**src/rtl/ucsbece154b_fetch_unit.sv**
```systemverilog
// ---------------------------------------------------------------------------
// ucsbece154b_fetch_unit
// Fetch stage plus IF/ID pipeline register for the pipelined RISC-V core.
// It issues requests to a variable-latency instruction memory over a req/ack
// handshake. It also handles stalls, flushes and redirects from the hazard
// unit.
//
// Ports
//   clk, reset      : clock (posedge), synchronous active-high reset
//   StallF_i        : hold PCF, do not consume a fetched instruction
//   StallD_i        : hold the IF/ID register
//   FlushD_i        : turn the IF/ID register into a bubble
//   PCSrcE_i        : redirect from E (taken branch / jump)
//   PCTargetE_i     : redirect target, low two bits forced to zero
//   imem_req_o      : instruction memory request
//   imem_addr_o     : request address, stable until the ack
//   imem_ack_i      : response valid (may arrive in the request cycle)
//   imem_rdata_i    : instruction word, valid with the ack
//   InstrD_o        : instruction in D
//   PCD_o           : PC of InstrD_o
//   PCPlus4D_o      : PCD_o + 4
//   ValidD_o        : InstrD_o is a real instruction
//   FetchBusy_o     : no instruction available to hand to D this cycle
// ---------------------------------------------------------------------------
module ucsbece154b_fetch_unit #(
  parameter logic [31:0] RESET_PC  = 32'h0001_0000,
  parameter logic [31:0] NOP_INSTR = 32'h0000_0013
) (
  input  logic        clk,
  input  logic        reset,
  input  logic        StallF_i,
  input  logic        StallD_i,
  input  logic        FlushD_i,
  input  logic        PCSrcE_i,
  input  logic [31:0] PCTargetE_i,
  output logic        imem_req_o,
  output logic [31:0] imem_addr_o,
  input  logic        imem_ack_i,
  input  logic [31:0] imem_rdata_i,
  output logic [31:0] InstrD_o,
  output logic [31:0] PCD_o,
  output logic [31:0] PCPlus4D_o,
  output logic        ValidD_o,
  output logic        FetchBusy_o
);

  // REQ : request outstanding for PCF
  // HOLD: response captured in the buffer while F is stalled
  // DROP: an old request is still outstanding after a redirect; its
  //       response must be swallowed before the new target is fetched
  typedef enum logic [1:0] {S_REQ, S_HOLD, S_DROP} state_t;

  state_t      r_state;
  state_t      w_stateNext;
  logic [31:0] r_pcF;
  logic [31:0] r_reqAddr;
  logic [31:0] r_bufInstr;
  logic [31:0] r_bufPC;
  logic [31:0] r_instrD;
  logic [31:0] r_pcD;
  logic [31:0] r_pcPlus4D;
  logic        r_validD;

  logic [31:0] w_target;
  logic [31:0] w_pcFNext;
  logic [31:0] w_reqAddrNext;
  logic [31:0] w_bufInstrNext;
  logic [31:0] w_bufPCNext;
  logic        w_deliver;
  logic [31:0] w_deliverInstr;
  logic [31:0] w_deliverPC;
  logic [31:0] w_deliverPCPlus4;

  // Targets are word aligned; masking keeps every input bit in use.
  assign w_target         = PCTargetE_i & 32'hFFFF_FFFC;
  assign w_deliverPCPlus4 = w_deliverPC + 32'd4;

  // State register
  always_ff @(posedge clk) begin
    if (reset) r_state <= S_REQ;
    else       r_state <= w_stateNext;
  end

  // Next-state and fetch-side datapath decisions
  always_comb begin
    w_stateNext    = r_state;
    w_pcFNext      = r_pcF;
    w_reqAddrNext  = r_reqAddr;
    w_bufInstrNext = r_bufInstr;
    w_bufPCNext    = r_bufPC;
    w_deliver      = 1'b0;
    w_deliverInstr = imem_rdata_i;
    w_deliverPC    = r_pcF;
    case (r_state)
      S_REQ: begin
        if (imem_ack_i) begin
          if (PCSrcE_i) begin
            // Response belongs to the wrong path: discard it.
            w_pcFNext     = w_target;
            w_reqAddrNext = w_target;
          end else if (StallF_i) begin
            w_bufInstrNext = imem_rdata_i;
            w_bufPCNext    = r_pcF;
            w_stateNext    = S_HOLD;
          end else begin
            w_deliver     = 1'b1;
            w_pcFNext     = r_pcF + 32'd4;
            w_reqAddrNext = r_pcF + 32'd4;
          end
        end else if (PCSrcE_i) begin
          // Request address must stay stable until its ack arrives.
          w_pcFNext   = w_target;
          w_stateNext = S_DROP;
        end
      end
      S_DROP: begin
        if (PCSrcE_i) w_pcFNext = w_target;
        if (imem_ack_i) begin
          w_reqAddrNext = PCSrcE_i ? w_target : r_pcF;
          w_stateNext   = S_REQ;
        end
      end
      S_HOLD: begin
        w_deliverInstr = r_bufInstr;
        w_deliverPC    = r_bufPC;
        if (PCSrcE_i) begin
          w_pcFNext     = w_target;
          w_reqAddrNext = w_target;
          w_stateNext   = S_REQ;
        end else if (!StallF_i) begin
          w_deliver     = 1'b1;
          w_pcFNext     = r_bufPC + 32'd4;
          w_reqAddrNext = r_bufPC + 32'd4;
          w_stateNext   = S_REQ;
        end
      end
      default: w_stateNext = S_REQ;
    endcase
  end

  // Handshake and status outputs
  always_comb begin
    imem_req_o  = 1'b0;
    FetchBusy_o = 1'b0;
    case (r_state)
      S_REQ: begin
        imem_req_o  = !reset;
        FetchBusy_o = !imem_ack_i;
      end
      S_DROP: begin
        imem_req_o  = !reset;
        FetchBusy_o = 1'b1;
      end
      default: begin
        imem_req_o  = 1'b0;
        FetchBusy_o = 1'b0;
      end
    endcase
  end

  assign imem_addr_o = r_reqAddr;

  // Fetch-side registers
  always_ff @(posedge clk) begin
    if (reset) begin
      r_pcF      <= RESET_PC;
      r_reqAddr  <= RESET_PC;
      r_bufInstr <= NOP_INSTR;
      r_bufPC    <= 32'd0;
    end else begin
      r_pcF      <= w_pcFNext;
      r_reqAddr  <= w_reqAddrNext;
      r_bufInstr <= w_bufInstrNext;
      r_bufPC    <= w_bufPCNext;
    end
  end

  // IF/ID register: flush beats stall beats delivery; otherwise a bubble
  always_ff @(posedge clk) begin
    if (reset) begin
      r_instrD   <= NOP_INSTR;
      r_pcD      <= 32'd0;
      r_pcPlus4D <= 32'd0;
      r_validD   <= 1'b0;
    end else if (FlushD_i) begin
      r_instrD <= NOP_INSTR;
      r_validD <= 1'b0;
    end else if (StallD_i) begin
      r_validD <= r_validD;
    end else if (w_deliver) begin
      r_instrD   <= w_deliverInstr;
      r_pcD      <= w_deliverPC;
      r_pcPlus4D <= w_deliverPCPlus4;
      r_validD   <= 1'b1;
    end else begin
      r_instrD <= NOP_INSTR;
      r_validD <= 1'b0;
    end
  end

  assign InstrD_o   = r_instrD;
  assign PCD_o      = r_pcD;
  assign PCPlus4D_o = r_pcPlus4D;
  assign ValidD_o   = r_validD;

endmodule
```
**config.mk**
```make
export PLATFORM = sky130hd
export DESIGN_NAME = ucsbece154b_fetch_unit
export DESIGN_NICKNAME = d
export VERILOG_FILES = /design/src/rtl/ucsbece154b_fetch_unit.sv
export SDC_FILE = /design/constraint.sdc
export NUM_CORES = 1
export LEC_CHECK = 0
export ABC_AREA = 0
export ABC_CLOCK_PERIOD_IN_PS = 4550
export BUFFER_PORTS_ARGS = -buffer_cell sky130_fd_sc_hd__buf_4
export CELL_PAD_IN_SITES_DETAIL_PLACEMENT = 0
export CELL_PAD_IN_SITES_GLOBAL_PLACEMENT = 1
export CORE_ASPECT_RATIO = 0.9
export CORE_MARGIN = 4
export CORE_UTILIZATION = 42
export DETAILED_ROUTE_END_ITERATION = 16
export PLACE_DENSITY_LB_ADDON = 0.3
export SYNTH_ARGS = -nofsm -noshare
export SYNTH_HDL_FRONTEND = slang
export SYNTH_SLANG_ARGS = --single-unit
```
**constraint.sdc**
```tcl
create_clock -name clk -period 4.55 [get_ports clk]
set_input_delay 0.6825 -clock clk [delete_from_list [all_inputs] [get_ports clk]]
set_output_delay 0.6825 -clock clk [all_outputs]
set_load 0.05 [all_outputs]
```
After elaboration in Yosys (flattened, before gate mapping):

Cells that the tools add are included.

* bitwise gates (word level): 3
* add/subtract/negate cells: 3
* equal/unequal tests: 10
* multiplexer cells: 28
* reductions and logical operators: 11

Operators with widths (count)
* $mux W32: 11
* $pmux W32 S3: 2
* $add A32 B3 Y32 const B: 3
* $ne A3 B3 Y1 const B: 5
* $mux W2: 7
* $reduce_and A5 Y1: 2
* $pmux W2 S3: 1
* $reduce_and A3 Y1: 2
* $mux W1: 5
* $ne A2 B2 Y1 const B: 2
* $ne A4 B4 Y1 const B: 1
* $pmux W1 S2: 2
* $reduce_and A4 Y1: 1
* $reduce_or A2 Y1: 2
* $not A1 Y1: 3
* $reduce_bool A3 Y1: 1
* $eq A2 B1 Y1 const B: 1
* $eq A2 B2 Y1 const B: 1
* $logic_not A1 Y1: 2
* $logic_not A2 Y1: 1

* bits of input ports: 71
* word-level logic and storage cells: 64
* output and inout bits: 131
* register bits after elaboration: 227

Longest topological paths before layout:

Gate-level depths: netlist (run 1).

* depth in word-level cells: 5
* mapped depth: 16
* depth with buffers taken out: 10

Least setup slack after synthesis (run 1):

Ideal clock, no wire load.

* path kind: flip-flop to flip-flop
* from: reg r_state[1]
* to: reg r_pcPlus4D[28], in the netlist PCPlus4D_o[28]
* buffers on the path: 6
* period minus slack after synthesis: 3.177 ns
* setup slack: 1.373 ns
* data arrival time: 3.059 ns
* stages on the path, launching flop included: 16
* setup time: 0.117 ns
* path through: dfxtp_1 inv_1 ha_1 buf_2 buf_2 buf_2 buf_2 buf_2 mux2_2 ha_1 inv_1 a211oi_1 buf_2 nand4_1 or3_1 a32o_1

* cells in the longest elaborated chain, start to end: 3

RTL lines
* start: declaration: line 53 `state_t r_state;`
* start signal: assignment: line 81 `else r_state <= w_stateNext;`
* $eq A2 B1 Y1: line 94 `case (r_state)`
* $mux W32: line 94
* via w_deliverPC[2]: line 71 `logic [31:0] w_deliverPC;`
* $add A32 B3 Y32: line 76 `assign w_deliverPCPlus4 = w_deliverPC + 32'd4;`
* end signal: assignment: line 193 `r_pcPlus4D <= w_deliverPCPlus4;`
* end: declaration: line 61 `logic [31:0] r_pcPlus4D;`

The timed path passes the listed nets, and every way through them passes these cells.
A chain may end at the register's enable or synchronous reset.

Worst setup path in the final report (run 1):

* from: reg r_state[1]
* to: reg r_pcPlus4D[30], in the netlist PCPlus4D_o[30]

Same word-level chain as after synthesis.

==> results of run 1 <==
-- critical path, cell delays in order (launching register included) --
cell,delay (ns)
dfxtp_1,0.34
inv_1,0.12
ha_4,0.62
mux2_2,0.32
ha_1,0.21
inv_1,0.07
a211oi_1,0.64
nand3_1,0.29
or3_1,0.40
nand3_1,0.08
a21oi_1,0.06
-- logic make-up (layout without fill, tap and decap cells) --
logic type,count (synthesis),count (layout),synth area share
AND/OR/NAND/NOR,686,686,0.248
AO/OA/AOI/OAI,441,441,0.216
flip-flops,225,225,0.351
buffers and inverters,195,301,0.0637
XOR/XNOR,89,89,0.0607
multiplexers,68,68,0.0542
adder cells (fa/ha/maj),7,7,0.00682
other,0,1,0
-- registers in the layout, indices dropped and copies added (netlist names) --
name	cells
r_bufPC	32
PCPlus4D_o	30
ValidD_o	1
r_bufInstr	32
InstrD_o	32
r_pcF	32
PCD_o	32
r_state	2
imem_addr_o	32
-- stage by stage --
stage               utilization  setup slack (ns)  instances
finish                    0.511              1.22       2221
global placement          0.481              1.26       2172
CTS                       0.511              1.20       2220
floorplan                     -              1.37       1711
global route              0.511             0.980       2221
detailed placement        0.481              1.21       2172
-- synthesized netlist by cell type (13+ instances only) --
master and count:
clkbuf_1 121, nand3_1 70, mux2i_1 55, o21ai_0 95
o211ai_1 24, a21oi_1 148, dfxtp_1 225, xnor2_1 55
a31oi_1 21, buf_2 42, nand2_1 263, a22oi_1 15
mux2_2 13, nor2_1 176, nand4_1 39, nor4_1 20
nand2b_1 13, a211oi_1 33, inv_1 16, xor2_1 34
nor3_1 32
-- worst paths after layout --
check	endpoint	slack [ns]	depth (start not counted)
worst max-delay path	PCPlus4D_o[30]	1.22	10
worst min-delay path	r_bufInstr[1]	0.36	3
worst max register to register	PCPlus4D_o[30]	1.22	10
worst min register to register	PCPlus4D_o[24]	0.45	2
-- power groups by stage --
stage	logic, mW	registers (mW)	clock network [mW]
final	1.38	2.29	2.20
after global routing	1.49	2.31	2.32
after CTS	1.37	2.28	2.25
after detailed placement	1.36	2.32	0
after global placement	1.35	2.32	0
after floorplan	0.839	2.39	0
-- per-layer routing --
layer / vias up / wire length, µm
met1: 5931 / 20400
met2: 535 / 17300
met3: 60 / 4000
li1: 6244 / -
met4: 0 / 959
met5: - / 0
-- cell type report --
class                   count  area (µm²)  share of cell area
diodes                      1        2.50            0.000163
clock buffers              30         686              0.0447
clock inverters            18         215              0.0140
inverters                  18        67.6             0.00440
multi-input cells        1291        7570               0.494
flip-flops and latches    225        4500               0.294
well taps                 403         504              0.0329
repair buffers            235        1790               0.117
==> results.json, run 1 <==
{
  "rsz0062_at_grt": "no",
  "holdWs_ns": 0.363,
  "wire_per_inst_um": 19.2,
  "drv_cap": 0,
  "hp-start": "imem_rdata_i[1]",
  "p_leak_nw": 5.40,
  "layout.nets": 1875,
  "clockBufferDepth": 3,
  "mostFrequentLayoutCells": "263 x nand2_1, 233 x buf_4, 225 x dfxtp_1",
  "cts-root-buf": "clkbuf_16",
  "hold_class": "in -> reg",
  "synthTopCellsByArea": "dfxtp_1 35%, nand2_1 7.7%, a21oi_1 5.8%",
  "syn_area_um2": 12800,
  "min_period_ns": 3.33,
  "grt.busiest_layer": "met1",
  "powerDensity_nw_per_um2": 382,
  "via_count": 12770,
  "critPathLaunch": "r_state[1]",
  "ys_ff_latch": 225,
  "p_total_mw": 5.86,
  "cp-start-kind": "flip-flop",
  "cts_buffers": 26,
  "post_cts_resized": 0,
  "layout_worst_path_cycle_share": 0.733,
  "die_w_um": 192,
  "critical_path_class": "reg -> reg",
  "synth_top_area_cell": "dfxtp_1",
  "grt_max_degree": 117,
  "clock_skew_ns": 0.0139,
  "drcViolationCount": 0,
  "first_iter_violations": 1092,
  "overflow": 0,
  "antenna_left": 0,
  "fillerInstances": 2948,
  "power_frac_seq": 0.391,
  "cts.sinks": 225,
  "intPower_mw": 3.88,
  "status": "finished, final reports clean",
  "finalInstanceArea_um2": 15300,
  "grt_usage": 0.245,
  "dp_hpwl_um": 29500,
  "cts_tree": "built",
  "coreArea_um2": 30000,
  "avgSynthCellArea_um2": 7.51,
  "comb_power_share": 0.235,
  "clkSlewWorstSetupHoldPaths_ns": 0.06,
  "p_clk_frac": 0.375,
  "ys_seq_area_frac": 0.351,
  "grt_use_met1": 0.380,
  "antenna_found_initial": 1,
  "groute.layer.met2.usage": 0.344,
  "rows": 60,
  "htreeDepth": 1,
  "placed_area_um2": 14400,
  "setup-violations-final": 0,
  "yosysUniqueCellTypes": 79,
  "cts_setup_buffers": 0,
  "use_met3": 0.0546,
  "final_hold_viol_count": 0,
  "synthCells": 1711,
  "relSlewSlack": 0.264,
  "cp-end-kind": "flip-flop",
  "p_sw_frac": 0.338,
  "die-area_um2": 33500,
  "grt_first_pass_wirelength_um": 66900,
  "cts_hold_buf": 0,
  "clk_latency_ns": 0.54,
  "drive_above_1_share": 0.175,
  "synthFlopType": "dfxtp_1",
  "tightestPinTransition_ns": 1.09,
  "finalSetupTns_ns": 0,
  "async_flop_share": 0,
  "ys_warn_count": 0,
  "start_util": 0.428,
  "synth_top_area_frac": 0.351,
  "synthesis.nets": 1789,
  "maxSlewViolCount": 0,
  "final_common_cell": "nand2_1",
  "numPortBuffers": 199,
  "cp_max_fo": 64,
  "cp.required_ns": 4.94,
  "rr_startpoint": "r_state[1]",
  "switchingPower_mw": 1.98,
  "routed_wl_um": 42600,
  "ir_worst_vdd_uv": 263,
  "grt_pass1_vias": 11708,
  "viasPerCell": 5.75,
  "synth_edf_count": 0,
  "firstDrtPassIters": 6,
  "dieHeight_um": 174,
  "max_freq_ghz": 0.300,
  "area_growth_pct": 19.4,
  "cp.arrival_ns": 3.73,
  "io_pins": 202,
  "place.gp.congestion": 0.892
}
(Power assumes the default switching activity.)
==> run 2, diff against run 1 <==
--- a/config.mk
+++ b/config.mk
@@ -5,14 +5,14 @@
 export SDC_FILE = /design/constraint.sdc
 export NUM_CORES = 1
 export LEC_CHECK = 0
-export ABC_AREA = 0
-export ABC_CLOCK_PERIOD_IN_PS = 4550
+export ABC_AREA = 1
+export ABC_CLOCK_PERIOD_IN_PS = 3310
 export BUFFER_PORTS_ARGS = -buffer_cell sky130_fd_sc_hd__buf_4
 export CELL_PAD_IN_SITES_DETAIL_PLACEMENT = 0
 export CELL_PAD_IN_SITES_GLOBAL_PLACEMENT = 1
 export CORE_ASPECT_RATIO = 0.9
 export CORE_MARGIN = 4
-export CORE_UTILIZATION = 42
+export CORE_UTILIZATION = 40
 export DETAILED_ROUTE_END_ITERATION = 16
 export PLACE_DENSITY_LB_ADDON = 0.3
 export SYNTH_ARGS = -nofsm -noshare
==> constraint.sdc (replaced) <==
create_clock -name clk -period 3.31 [get_ports clk]
set_input_delay 0.4965 -clock clk [delete_from_list [all_inputs] [get_ports clk]]
set_output_delay 0.4965 -clock clk [all_outputs]
set_load 0.05 [all_outputs]
==> results.json, run 2 <==
{
  "status": "finished, final reports clean",
  "dieHeight_um": 180,
  "place.gp.congestion": 0.982,
  "coreArea_um2": 32100,
  "synthTopCellsByArea": "dfxtp_1 34%, nand2_1 17%, a21oi_1 9.3%",
  "fillerInstances": 3361,
  "grt_usage": 0.264,
  "tightestPinTransition_ns": 1.06,
  "layout_worst_path_cycle_share": 0.852,
  "start_util": 0.408,
  "final_common_cell": "nand2_1",
  "cp-end-kind": "flip-flop",
  "drv_cap": 0,
  "cts-root-buf": "clkbuf_16",
  "clockBufferDepth": 3,
  "clkSlewWorstSetupHoldPaths_ns": 0.06,
  "clk_latency_ns": 0.56,
  "critPathLaunch": "r_state[1]",
  "ys_ff_latch": 225,
  "routed_wl_um": 49200,
  "setup-violations-final": 0,
  "synthesis.nets": 2193,
  "ys_seq_area_frac": 0.344,
  "io_pins": 202,
  "syn_area_um2": 13100,
  "dp_hpwl_um": 34800,
  "htreeDepth": 1,
  "cp.arrival_ns": 3.27,
  "numPortBuffers": 199,
  "powerDensity_nw_per_um2": 798,
  "yosysUniqueCellTypes": 44,
  "finalSetupTns_ns": 0,
  "num_antenna_cells": 0,
  "ir_worst_vdd_uv": 711,
  "clock_skew_ns": 0.0128,
  "die-area_um2": 35700,
  "synth_top_cells_by_count": "577 x nand2_1, 243 x a21oi_1, 227 x o21ai_0",
  "cts_tree": "built",
  "via_count": 14546,
  "critical_path_class": "reg -> reg",
  "max_freq_ghz": 0.355,
  "synth_top_area_frac": 0.344,
  "overflow": 0,
  "drive_above_1_share": 0.150,
  "async_flop_share": 0,
  "post_cts_resized": 0,
  "regArea_um2": 4500,
  "multi_input_area_um2": 7360,
  "antenna_left": 0,
  "maxSlewViolCount": 0,
  "synth_top_area_cell": "dfxtp_1",
  "synth_edf_count": 0,
  "rows": 62,
  "antenna_found_initial": 0,
  "fin_util": 0.489,
  "grt_max_degree": 119,
  "cts_buffers": 26,
  "die_w_um": 199,
  "final_hold_viol_count": 0,
  "rsz0062_at_grt": "no",
  "rr_startpoint": "r_state[1]",
  "area_growth_pct": 19.9,
  "hp-start": "imem_rdata_i[30]",
  "min_period_ns": 2.82,
  "grt_pass1_vias": 13275,
  "avgSynthCellArea_um2": 6.19,
  "drcViolationCount": 0,
  "relSlewSlack": 0.290,
  "synthFlopType": "dfxtp_1",
  "yosys.cell_count.top_type": "nand2_1",
  "cp_max_fo": 60,
  "first_iter_violations": 1173,
  "firstDrtPassIters": 5,
  "grt_first_pass_wirelength_um": 75900,
  "viasPerCell": 5.43,
  "hold_class": "in -> reg",
  "cts_setup_buffers": 0,
  "layout.nets": 2323,
  "ys_warn_count": 0,
  "cts_hold_buf": 0,
  "mostFrequentLayoutCells": "577 x nand2_1, 243 x a21oi_1, 227 x o21ai_0",
  "cp-start-kind": "flip-flop",
  "cts.sinks": 225,
  "wire_per_inst_um": 18.3,
  "p_leak_nw": 6.71,
  "synthCells": 2115,
  "cp.required_ns": 3.76
}
-- run 2: cell count changes in the layout (fill, tap and decap cells not counted), moves of 29 or more --
cell | previous run | this run
xor2_1 | 34 | 2
mux2i_1 | 55 | 0
o21ai_0 | 95 | 227
nand3_1 | 69 | 123
a211oi_1 | 32 | 3
xnor2_1 | 55 | 1
nand2_1 | 263 | 577
inv_1 | 16 | 178
nor2_1 | 175 | 210
a21oi_1 | 148 | 243
-- run 2: metal layers --
metal  part of all wire  wire [µm]  GRT usage  vias to the layer above
met3              0.085       4180     0.0515                       85
li1                   -          -          -                     7203
met2               0.44      21700      0.406                      538
met5                  0          0          0                        -
met1               0.45      22000      0.382                     6720
met4              0.027       1310     0.0613                        0
-- run 2: critical path: stages (launching register included) --
cell,delay (ns)
dfxtp_1,0.34
inv_1,0.13
ha_4,0.68
nand2_1,0.14
o21ai_2,0.14
ha_1,0.25
nand3_2,0.15
inv_1,0.11
nand2_1,0.10
nor2_1,0.32
nand2_1,0.10
nand2_1,0.06
nand3_1,0.08
nand2_1,0.07
inv_1,0.03
-- run 2: worst paths after layout --
kind	to	slack, ns	cells past startpoint
worst max-delay path	PCPlus4D_o[28]	0.49	14
worst min-delay path	r_bufInstr[30]	0.18	3
worst max register to register	PCPlus4D_o[28]	0.49	14
worst min register to register	InstrD_o[31]	0.45	2
-- run 2: cells by family (layout without fill, tap and decap cells) --
logic type	count (synthesis)	in the layout	synth area share
AO/OA/AOI/OAI	559	559	0.227
XOR/XNOR	3	3	0.00201
adder cells (fa/ha/maj)	7	7	0.00669
buffers and inverters	311	460	0.0958
flip-flops	225	225	0.344
AND/OR/NAND/NOR	1010	1010	0.325
-- run 2: final cells by class --
| type | count | share of cell area |
|---|---|---|
| well taps | 416 | 0.0331 |
| clock buffers | 34 | 0.0465 |
| flip-flops and latches | 225 | 0.287 |
| repair buffers | 226 | 0.111 |
| inverters | 187 | 0.0448 |
| multi-input cells | 1579 | 0.469 |
| clock inverters | 13 | 0.00884 |
-- run 2: through the flow --
stage	instances	worst slack, ns	cell area, µm²	total power [mW]	hold WS, ns
after floorplan	2115	0.898	13100	7.57	0.446
after global placement	2633	0.561	14800	9.50	0.445
after detailed placement	2633	0.513	14800	9.55	0.450
after CTS	2680	0.516	15700	12.5	0.167
after global routing	2680	0.159	15700	13.2	0.187
final	2680	0.490	15700	12.5	0.183
-- run 2: power by group --
| part | internal, mW | switching, mW |
|---|---|---|
| registers | 3.20 | 0.519 |
| clock network | 1.71 | 1.23 |
| logic | 1.60 | 4.27 |
